==> config.mk <==
export PLATFORM = sky130hd
export DESIGN_NAME = mem_bridge
export DESIGN_NICKNAME = d
export VERILOG_FILES = /design/src/rtl/mem_bridge.sv
export SDC_FILE = /design/constraint.sdc
export NUM_CORES = 1
export LEC_CHECK = 0
export ABC_AREA = 1
export CAP_MARGIN = 15
export CORE_ASPECT_RATIO = 0.9
export CORE_MARGIN = 2
export CORE_UTILIZATION = 60
export DETAILED_ROUTE_END_ITERATION = 16
export DONT_BUFFER_PORTS = 1
export PLACE_DENSITY = 0.83
export SLEW_MARGIN = 40
export SYNTH_ARGS = -nofsm -noshare
export SYNTH_HDL_FRONTEND = slang
export SYNTH_SLANG_ARGS = --single-unit
==> constraint.sdc <==
create_clock -name clk -period 5.1 [get_ports clk]
set_input_delay 1.53 -clock clk [delete_from_list [all_inputs] [get_ports clk]]
set_output_delay 1.53 -clock clk [all_outputs]
set_load 0.02 [all_outputs]
==> src/rtl/mem_bridge.sv <==
// mem_bridge: byte-addressed 32-bit core port to word-aligned synchronous SRAM.
// Accesses with a non-zero byte offset are split into two aligned word accesses.
// Reads are merged little-endian from the two words. Writes go out as two
// byte-enabled word writes. Memory-side outputs depend only on the state and
// the request registers latched at accept time.
module mem_bridge #(
    parameter int MEM_AW = 10
) (
    input  logic              clk,
    input  logic              rst_n,
    // Handshake: a request transfers on a rising edge where req_valid and
    // req_ready are both high. req_ready is high only while idle. A request
    // presented while busy is neither accepted nor queued, so the core keeps
    // req_valid (and its payload) stable until it is taken. rsp_valid is a
    // single-cycle pulse with no back-pressure.
    input  logic              req_valid,
    output logic              req_ready,
    input  logic [31:0]       req_addr,
    input  logic              req_we,
    input  logic [31:0]       req_wdata,
    output logic              rsp_valid,
    output logic [31:0]       rsp_rdata,
    output logic              mem_en,
    output logic              mem_we,
    output logic [MEM_AW-1:0] mem_addr,
    output logic [3:0]        mem_be,
    output logic [31:0]       mem_wdata,
    input  logic [31:0]       mem_rdata,
    output logic [2:0]        dbg_state_o
);

    typedef enum logic [2:0] {
        S_IDLE    = 3'd0,
        S_ISSUE0  = 3'd1,
        S_ISSUE1  = 3'd2,
        S_CAPTURE = 3'd3,
        S_RESP    = 3'd4
    } state_t;

    state_t            state_q, state_d;
    logic [MEM_AW-1:0] w0_q, w0_d;
    logic [1:0]        off_q, off_d;
    logic              we_q, we_d;
    logic [31:0]       wdata_q, wdata_d;
    logic [31:0]       lo_q, lo_d;
    logic [31:0]       rdata_q, rdata_d;
    logic [MEM_AW-1:0] w1;

    // Address bits above the SRAM range alias and are deliberately dropped.
    logic unused_addr_hi;
    assign unused_addr_hi = ^req_addr[31:MEM_AW+2];

    // The second word wraps naturally at the top of the SRAM.
    assign w1 = w0_q + 1'b1;

    assign req_ready   = (state_q == S_IDLE);
    assign rsp_valid   = (state_q == S_RESP);
    assign rsp_rdata   = rdata_q;
    assign dbg_state_o = state_q;

    // State and request registers; reset abandons any access in flight.
    always_ff @(posedge clk or negedge rst_n) begin
        if (!rst_n) begin
            state_q <= S_IDLE;
            w0_q    <= '0;
            off_q   <= '0;
            we_q    <= 1'b0;
            wdata_q <= '0;
            lo_q    <= '0;
            rdata_q <= '0;
        end else begin
            state_q <= state_d;
            w0_q    <= w0_d;
            off_q   <= off_d;
            we_q    <= we_d;
            wdata_q <= wdata_d;
            lo_q    <= lo_d;
            rdata_q <= rdata_d;
        end
    end

    // Next-state logic, request latching and read-data merging.
    always_comb begin
        state_d = state_q;
        w0_d    = w0_q;
        off_d   = off_q;
        we_d    = we_q;
        wdata_d = wdata_q;
        lo_d    = lo_q;
        rdata_d = rdata_q;
        case (state_q)
            S_IDLE: begin
                if (req_valid) begin
                    w0_d    = req_addr[MEM_AW+1:2];
                    off_d   = req_addr[1:0];
                    we_d    = req_we;
                    wdata_d = req_wdata;
                    state_d = S_ISSUE0;
                end
            end
            S_ISSUE0: begin
                if (off_q != 2'd0) state_d = S_ISSUE1;
                else if (we_q)     state_d = S_RESP;
                else               state_d = S_CAPTURE;
            end
            S_ISSUE1: begin
                // First word's data arrives now (one-cycle SRAM latency).
                if (!we_q) lo_d = mem_rdata;
                state_d = we_q ? S_RESP : S_CAPTURE;
            end
            S_CAPTURE: begin
                // mem_rdata holds the only word (aligned) or the upper word.
                case (off_q)
                    2'd0:    rdata_d = mem_rdata;
                    2'd1:    rdata_d = {mem_rdata[7:0],  lo_q[31:8]};
                    2'd2:    rdata_d = {mem_rdata[15:0], lo_q[31:16]};
                    default: rdata_d = {mem_rdata[23:0], lo_q[31:24]};
                endcase
                state_d = S_RESP;
            end
            S_RESP: begin
                state_d = S_IDLE;
            end
            default: begin
                state_d = S_IDLE;
            end
        endcase
    end

    // SRAM strobes, address, byte enables and lane-shifted write data.
    always_comb begin
        mem_en    = 1'b0;
        mem_we    = 1'b0;
        mem_addr  = w0_q;
        mem_be    = 4'b0000;
        mem_wdata = 32'h0;
        case (state_q)
            S_ISSUE0: begin
                mem_en   = 1'b1;
                mem_addr = w0_q;
                if (we_q) begin
                    mem_we = 1'b1;
                    case (off_q)
                        2'd0: begin
                            mem_be    = 4'b1111;
                            mem_wdata = wdata_q;
                        end
                        2'd1: begin
                            mem_be    = 4'b1110;
                            mem_wdata = {wdata_q[23:0], 8'h00};
                        end
                        2'd2: begin
                            mem_be    = 4'b1100;
                            mem_wdata = {wdata_q[15:0], 16'h0000};
                        end
                        default: begin
                            mem_be    = 4'b1000;
                            mem_wdata = {wdata_q[7:0], 24'h000000};
                        end
                    endcase
                end
            end
            S_ISSUE1: begin
                mem_en   = 1'b1;
                mem_addr = w1;
                if (we_q) begin
                    mem_we = 1'b1;
                    case (off_q)
                        2'd1: begin
                            mem_be    = 4'b0001;
                            mem_wdata = {24'h000000, wdata_q[31:24]};
                        end
                        2'd2: begin
                            mem_be    = 4'b0011;
                            mem_wdata = {16'h0000, wdata_q[31:16]};
                        end
                        2'd3: begin
                            mem_be    = 4'b0111;
                            mem_wdata = {8'h00, wdata_q[31:8]};
                        end
                        default: begin
                            mem_be    = 4'b0000;
                            mem_wdata = 32'h0;
                        end
                    endcase
                end
            end
            default: begin
                mem_en = 1'b0;
            end
        endcase
    end

endmodule
Yosys cells after proc, flatten, opt, wreduce, memory -nomap -nowiden --
Index checks and enable logic that the tools add are counted. W data, S select, Z words.
Word-level totals: memories 0, ROM bits 0, input bits 100, latch bits 0, RAM bits 0, register bits 112
Operators by class: $add $sub $neg 1, multipliers 0, reduce and logical (&&, ||, !) cells 6, bitwise logic cells 1, order comparisons 0, multiplexer cells 19, eq/ne operators 8, divide/modulo/power cells 0, shifts and indexed selects 0
Operators with widths (count):
- $pmux W32 S3 | 2
- $pmux W24 S3 | 1
- $pmux W32 S2 | 1
- $mux W32 | 1
- $mux W24 | 1
- $pmux W3 S3 | 2
- $mux W3 | 4
- $pmux W3 S4 | 1
- $add A10 B1 Y10 const B | 1
- $mux W10 | 1
- $pmux W4 S2 | 1
- $eq A3 B2 Y1 const B | 2
- $eq A2 B2 Y1 const B | 2
- $mux W4 | 1
- $reduce_and A2 Y1 | 2
- $eq A3 B1 Y1 const B | 1
- $eq A3 B3 Y1 const B | 1
- $logic_not A3 Y1 | 1
- $mux W1 | 3
- $eq A2 B1 Y1 const B | 1
- $logic_not A2 Y1 | 1
- $ne A2 B2 Y1 const B | 1
- $reduce_bool A2 Y1 | 1
- $reduce_or A2 Y1 | 1
- $not A1 Y1 | 1

Depth between registers and ports, before layout --
depth in word-level cells 4, mapped depth 9, gate-level depth less buffers 8

Least setup slack after synthesis --
No wires, ideal clock.
path kind reg-to-output, start register state_q[2], in the netlist dbg_state_o[2], end output mem_wdata[18], path buffers 0, slack 1.900 ns, arrival 1.670 ns, stages on the path, launching flop included 6, cell sequence dfrtp_1 nor3_4 nand2_2 nor2_1 inv_1 o21ai_0
Between the ends: longest elaborated chain between the ends 2
Ends and longest elaborated chain:
- start: declaration | line 40 | state_t state_q, state_d;
- start signal: assignment | line 72 | state_q <= state_d;
- $eq A3 B2 Y1 / $eq A3 B1 Y1 (equally long branches) | line 137 | case (state_q)
- $pmux W32 S2 (*) | line 137
- end: declaration | line 27 | output logic [31:0] mem_wdata,
Every way passes the cells marked *; elsewhere a longest branch is shown, timed or not.

Final worst setup path --
start register off_q[1], end output mem_wdata[7]
Between the ends: longest elaborated chain between the ends 4
Ends and longest elaborated chain:
- start: declaration | line 42 | logic [1:0] off_q, off_d;
- start signal: assignment | line 66 | off_q <= '0;
- start signal: assignment | line 74 | off_q <= off_d;
- $eq A2 B2 Y1, or another cell as far along | line 168 | case (off_q)
- $pmux W24 S3 / $pmux W32 S3 (equally long branches) | line 168, 143
- $mux W24 / $mux W32 (equally long branches) | line 166, 141
- $pmux W32 S2 (*) | line 137
Marked as above.

==> results.txt <==
The count of routing violations after the opening detailed-route iteration is 769. The die width came out at 110 um. Counting the fill cells in the layout gives 862. Across the routed clock network, the largest skew measured is 0.00953 ns. The synthesized design contains 104 register bits.

Max-cap violations in this run came to 0. The maximum operating frequency came out at 220 MHz. The leakage power of the design is 2.99 nW. The number of H-tree branching levels came out at 3.

Detailed routing placed a total of 2080 um of wire on met3. The starting density of the core came out at 0.620. Yosys mapped a number of flops with a built-in enable equal to 0. The startpoint identified for the worst hold timing path is lo_q[15]. Setup repair after global routing left no endpoint under its margin. The run finished with clean final reports.

After synthesis, the share of flip-flops with an asynchronous set or reset is 1.00. The area of the die is 0.0109 mm^2. The utilization after layout came out at 0.640. The pin slew with the least headroom to its limit came out at 0.803 ns. The sequential element share of the synthesized area is 0.431. In the final routed layout, each cell accounts on average for 17.7 um.

The post-CTS setup-driven buffer insertion count is 0. The most common cell after layout, fill and taps aside is sky130_fd_sc_hd__nand2_1. The aggregate global-route resource usage is 0.326. The wire length of the first global-routing pass is 27600 um. The critical path is of the reg2out type. Clock tree synthesis selected as its root buffer the cell sky130_fd_sc_hd__clkbuf_8. The worst path buffer plus inverter count came out at 1.

In this run the critical register-to-register path is launched from dbg_state_o[1]. The count of different cell masters after synthesis is 24. In this run the worst hold path is classified as reg2reg. The final critical-path share of the clock period came out at 0.890. The clock insertion delay at the later pin of the skew report came out at 0.38 ns. Synthesis produced 885 cells. The synthesized netlist net count came out at 986. The number of hold violations in the final report is 0. The total placed cells including tap cells came out at 971. The startpoint kind of the worst setup timing path is a register.

The count of yosys warnings during synthesis came out at 0. The remaining antenna violation count after routing is 0. The number of buffer cells added on primary ports is 0. The post-route non-filler standard cell count is 987.

The final instance area is 0.00623 mm^2. The via count of the routed design is 5915. The hold buffer count at CTS came out at 0. The total grt overflow is 0. Setup violations remaining at the end of the flow were counted as 0. The signed area change from the synthesized netlist to the final layout is 3.15%. The CTS tree is built. The worst-case headroom to the max-slew limit came out at 0.459. The number of primary I/O pins came out at 185. The highest metal layer with signal wires is met4.

The total number of placement rows came out at 34. The proportion of layout cells with a drive suffix above 1 is 0.0476. The via count normalized by instance count is 5.99. The routed metal-1 wire length is 6700 um. The region available for standard cell placement spans 0.00974 mm^2.

The number of buffers created by CTS is 9. The power density normalized to cell area came out at 683 mW/mm^2. The post-DP HPWL came out at 11900 um. Traced cell by cell, the critical path runs through nor2_4 > inv_1 > nor2_1 > nand2_2 > o21ai_0.

The maximum net fanout on the critical path is 26. In the synthesized netlist the dominant register cell turns out to be sky130_fd_sc_hd__dfrtp_1. The mapped cell area came out at 0.00604 mm^2. The arrival time at the worst endpoint came out at 3.01 ns.

The critical path starts at off_q[1]. The via count of the first global-routing pass is 5552. The first TritonRoute pass finished after 7 iterations. The routed wire length is 17500 um. At the worst endpoint, the required time is 3.57 ns. The post-layout worst setup margin is 0.559 ns. The design draws 4.26 mW.

The total negative slack for setup checks came out at 0 ns. The library cells used most frequently in the layout, excluding fill and tap cells, are sky130_fd_sc_hd__nand2_1, sky130_fd_sc_hd__nor2_1, sky130_fd_sc_hd__dfrtp_1. The wire length on met2 is 8330 um.

Among all stages on the critical path, the largest delay is contributed by sky130_fd_sc_hd__o21ai_0. The number of antenna violations at the first check in global routing came to 0. The final max-slew violation count is 0. Entering global routing, the biggest net connects 105 pins.

Clock tree synthesis found a total of 104 sinks. The family with the most delay on the worst path is simple AND/OR/NAND/NOR gates. The last weighted congestion value of the routability-driven placer came out at 0.907. The pre-CTS setup slack is 1.00 ns. The maximum root-to-sink buffer count came out at 2. The worst supply voltage drop on vdd came out at 0.362 mV. In this run, post-CTS repair resized a total of 0 instances. The DRC violations left came out at 0.

The placed instance area came out at 0.00603 mm^2. The repair_antennas step left the layout with diodes totalling 0. The biggest cell delay along the critical path came out at 0.68 ns. The endpoint kind of the worst setup timing path is an output pin.

The worst-case hold slack is 0.490 ns. The clock slew seen by the registers of the worst setup and hold paths came out at 0.10 ns. The synthesized area divided by synthesized cell count is 6.83 um^2. The minimum clock period after layout came out at 4.54 ns. The final net count came out at 957. The floorplan step set the die height to 99.2 um.
-- cells by family (layout without fill, tap and decap cells) --
logic type / Yosys count / in the layout / share of synthesized area
buffers and inverters: 113 / 89 / 0.0806
AO/OA/AOI/OAI: 152 / 152 / 0.142
flip-flops: 104 / 104 / 0.431
adder cells (fa/ha/maj): 1 / 1 / 0.00207
AND/OR/NAND/NOR: 510 / 510 / 0.338
XOR/XNOR: 5 / 5 / 0.00725
-- area by class of cell --
type | instances | area (um^2) | area share
tap | 126 | 158 | 0.0253
sequential | 104 | 2600 | 0.418
timing repair buffer | 7 | 52.6 | 0.00843
clock buffer | 11 | 151 | 0.0243
multi-input combinational | 668 | 2970 | 0.476
clock inverter | 5 | 55.1 | 0.00883
inverter | 66 | 248 | 0.0398
-- sequential cells by signal, indices dropped and copies added, names as in the netlist --
register     count
lo_q            24
dbg_state_o      3
we_q             1
wdata_q         32
rsp_rdata       32
off_q            2
w0_q            10
-- cell usage after synthesis, types with 4 or more instances --
cell / n / area, um^2
sky130_fd_sc_hd__o21ai_1: 15 / 75.1
sky130_fd_sc_hd__nor2_2: 4 / 25.0
sky130_fd_sc_hd__a21oi_1: 42 / 210
sky130_fd_sc_hd__dfrtp_1: 104 / 2600
sky130_fd_sc_hd__o21ai_0: 56 / 280
sky130_fd_sc_hd__buf_2: 23 / 115
sky130_fd_sc_hd__inv_1: 57 / 214
sky130_fd_sc_hd__nor2_1: 107 / 402
sky130_fd_sc_hd__o211ai_1: 37 / 278
sky130_fd_sc_hd__clkbuf_1: 16 / 60.1
sky130_fd_sc_hd__nand3_1: 60 / 300
sky130_fd_sc_hd__nand4_1: 7 / 43.8
sky130_fd_sc_hd__buf_4: 7 / 52.6
sky130_fd_sc_hd__nand2_1: 327 / 1230
sky130_fd_sc_hd__inv_2: 9 / 33.8
-- power by group --
part / internal, mW / total [mW] / switching (mW)
clock: 0.252 / 0.537 / 0.285
sequential: 1.22 / 1.75 / 0.532
combinational: 0.560 / 1.97 / 1.41
total: 2.03 / 4.26 / 2.23
-- path summary, 6_finish.rpt --
check	slack [ns]	cells after the start	to
max reg2reg	2.64	7	rsp_rdata[27]
min in group asynchronous	0.83	0	rsp_rdata[5]
min reg2reg	0.49	2	lo_q[15]
min	0.49	2	lo_q[15]
max in group asynchronous	4.06	0	wdata_q[0]
max	0.56	5	mem_wdata[7]
-- per-layer routing --
layer / vias up / track usage
met2: 373 / 0.529
met5: - / 0
met4: 0 / 0.117
met1: 2727 / 0.415
met3: 44 / 0.0950
li1: 2771 / -
-- worst register-to-register path: stages (launching register included) --
cell                      delay, ns
sky130_fd_sc_hd__dfrtp_1       0.50
sky130_fd_sc_hd__inv_1         0.14
sky130_fd_sc_hd__nor2_1        0.14
sky130_fd_sc_hd__nand2_1       0.45
sky130_fd_sc_hd__inv_2         0.70
sky130_fd_sc_hd__o21ai_0       0.23
sky130_fd_sc_hd__nor2_1        0.16
sky130_fd_sc_hd__nor2_1        0.05
Power figures use the tool's default switching activity.
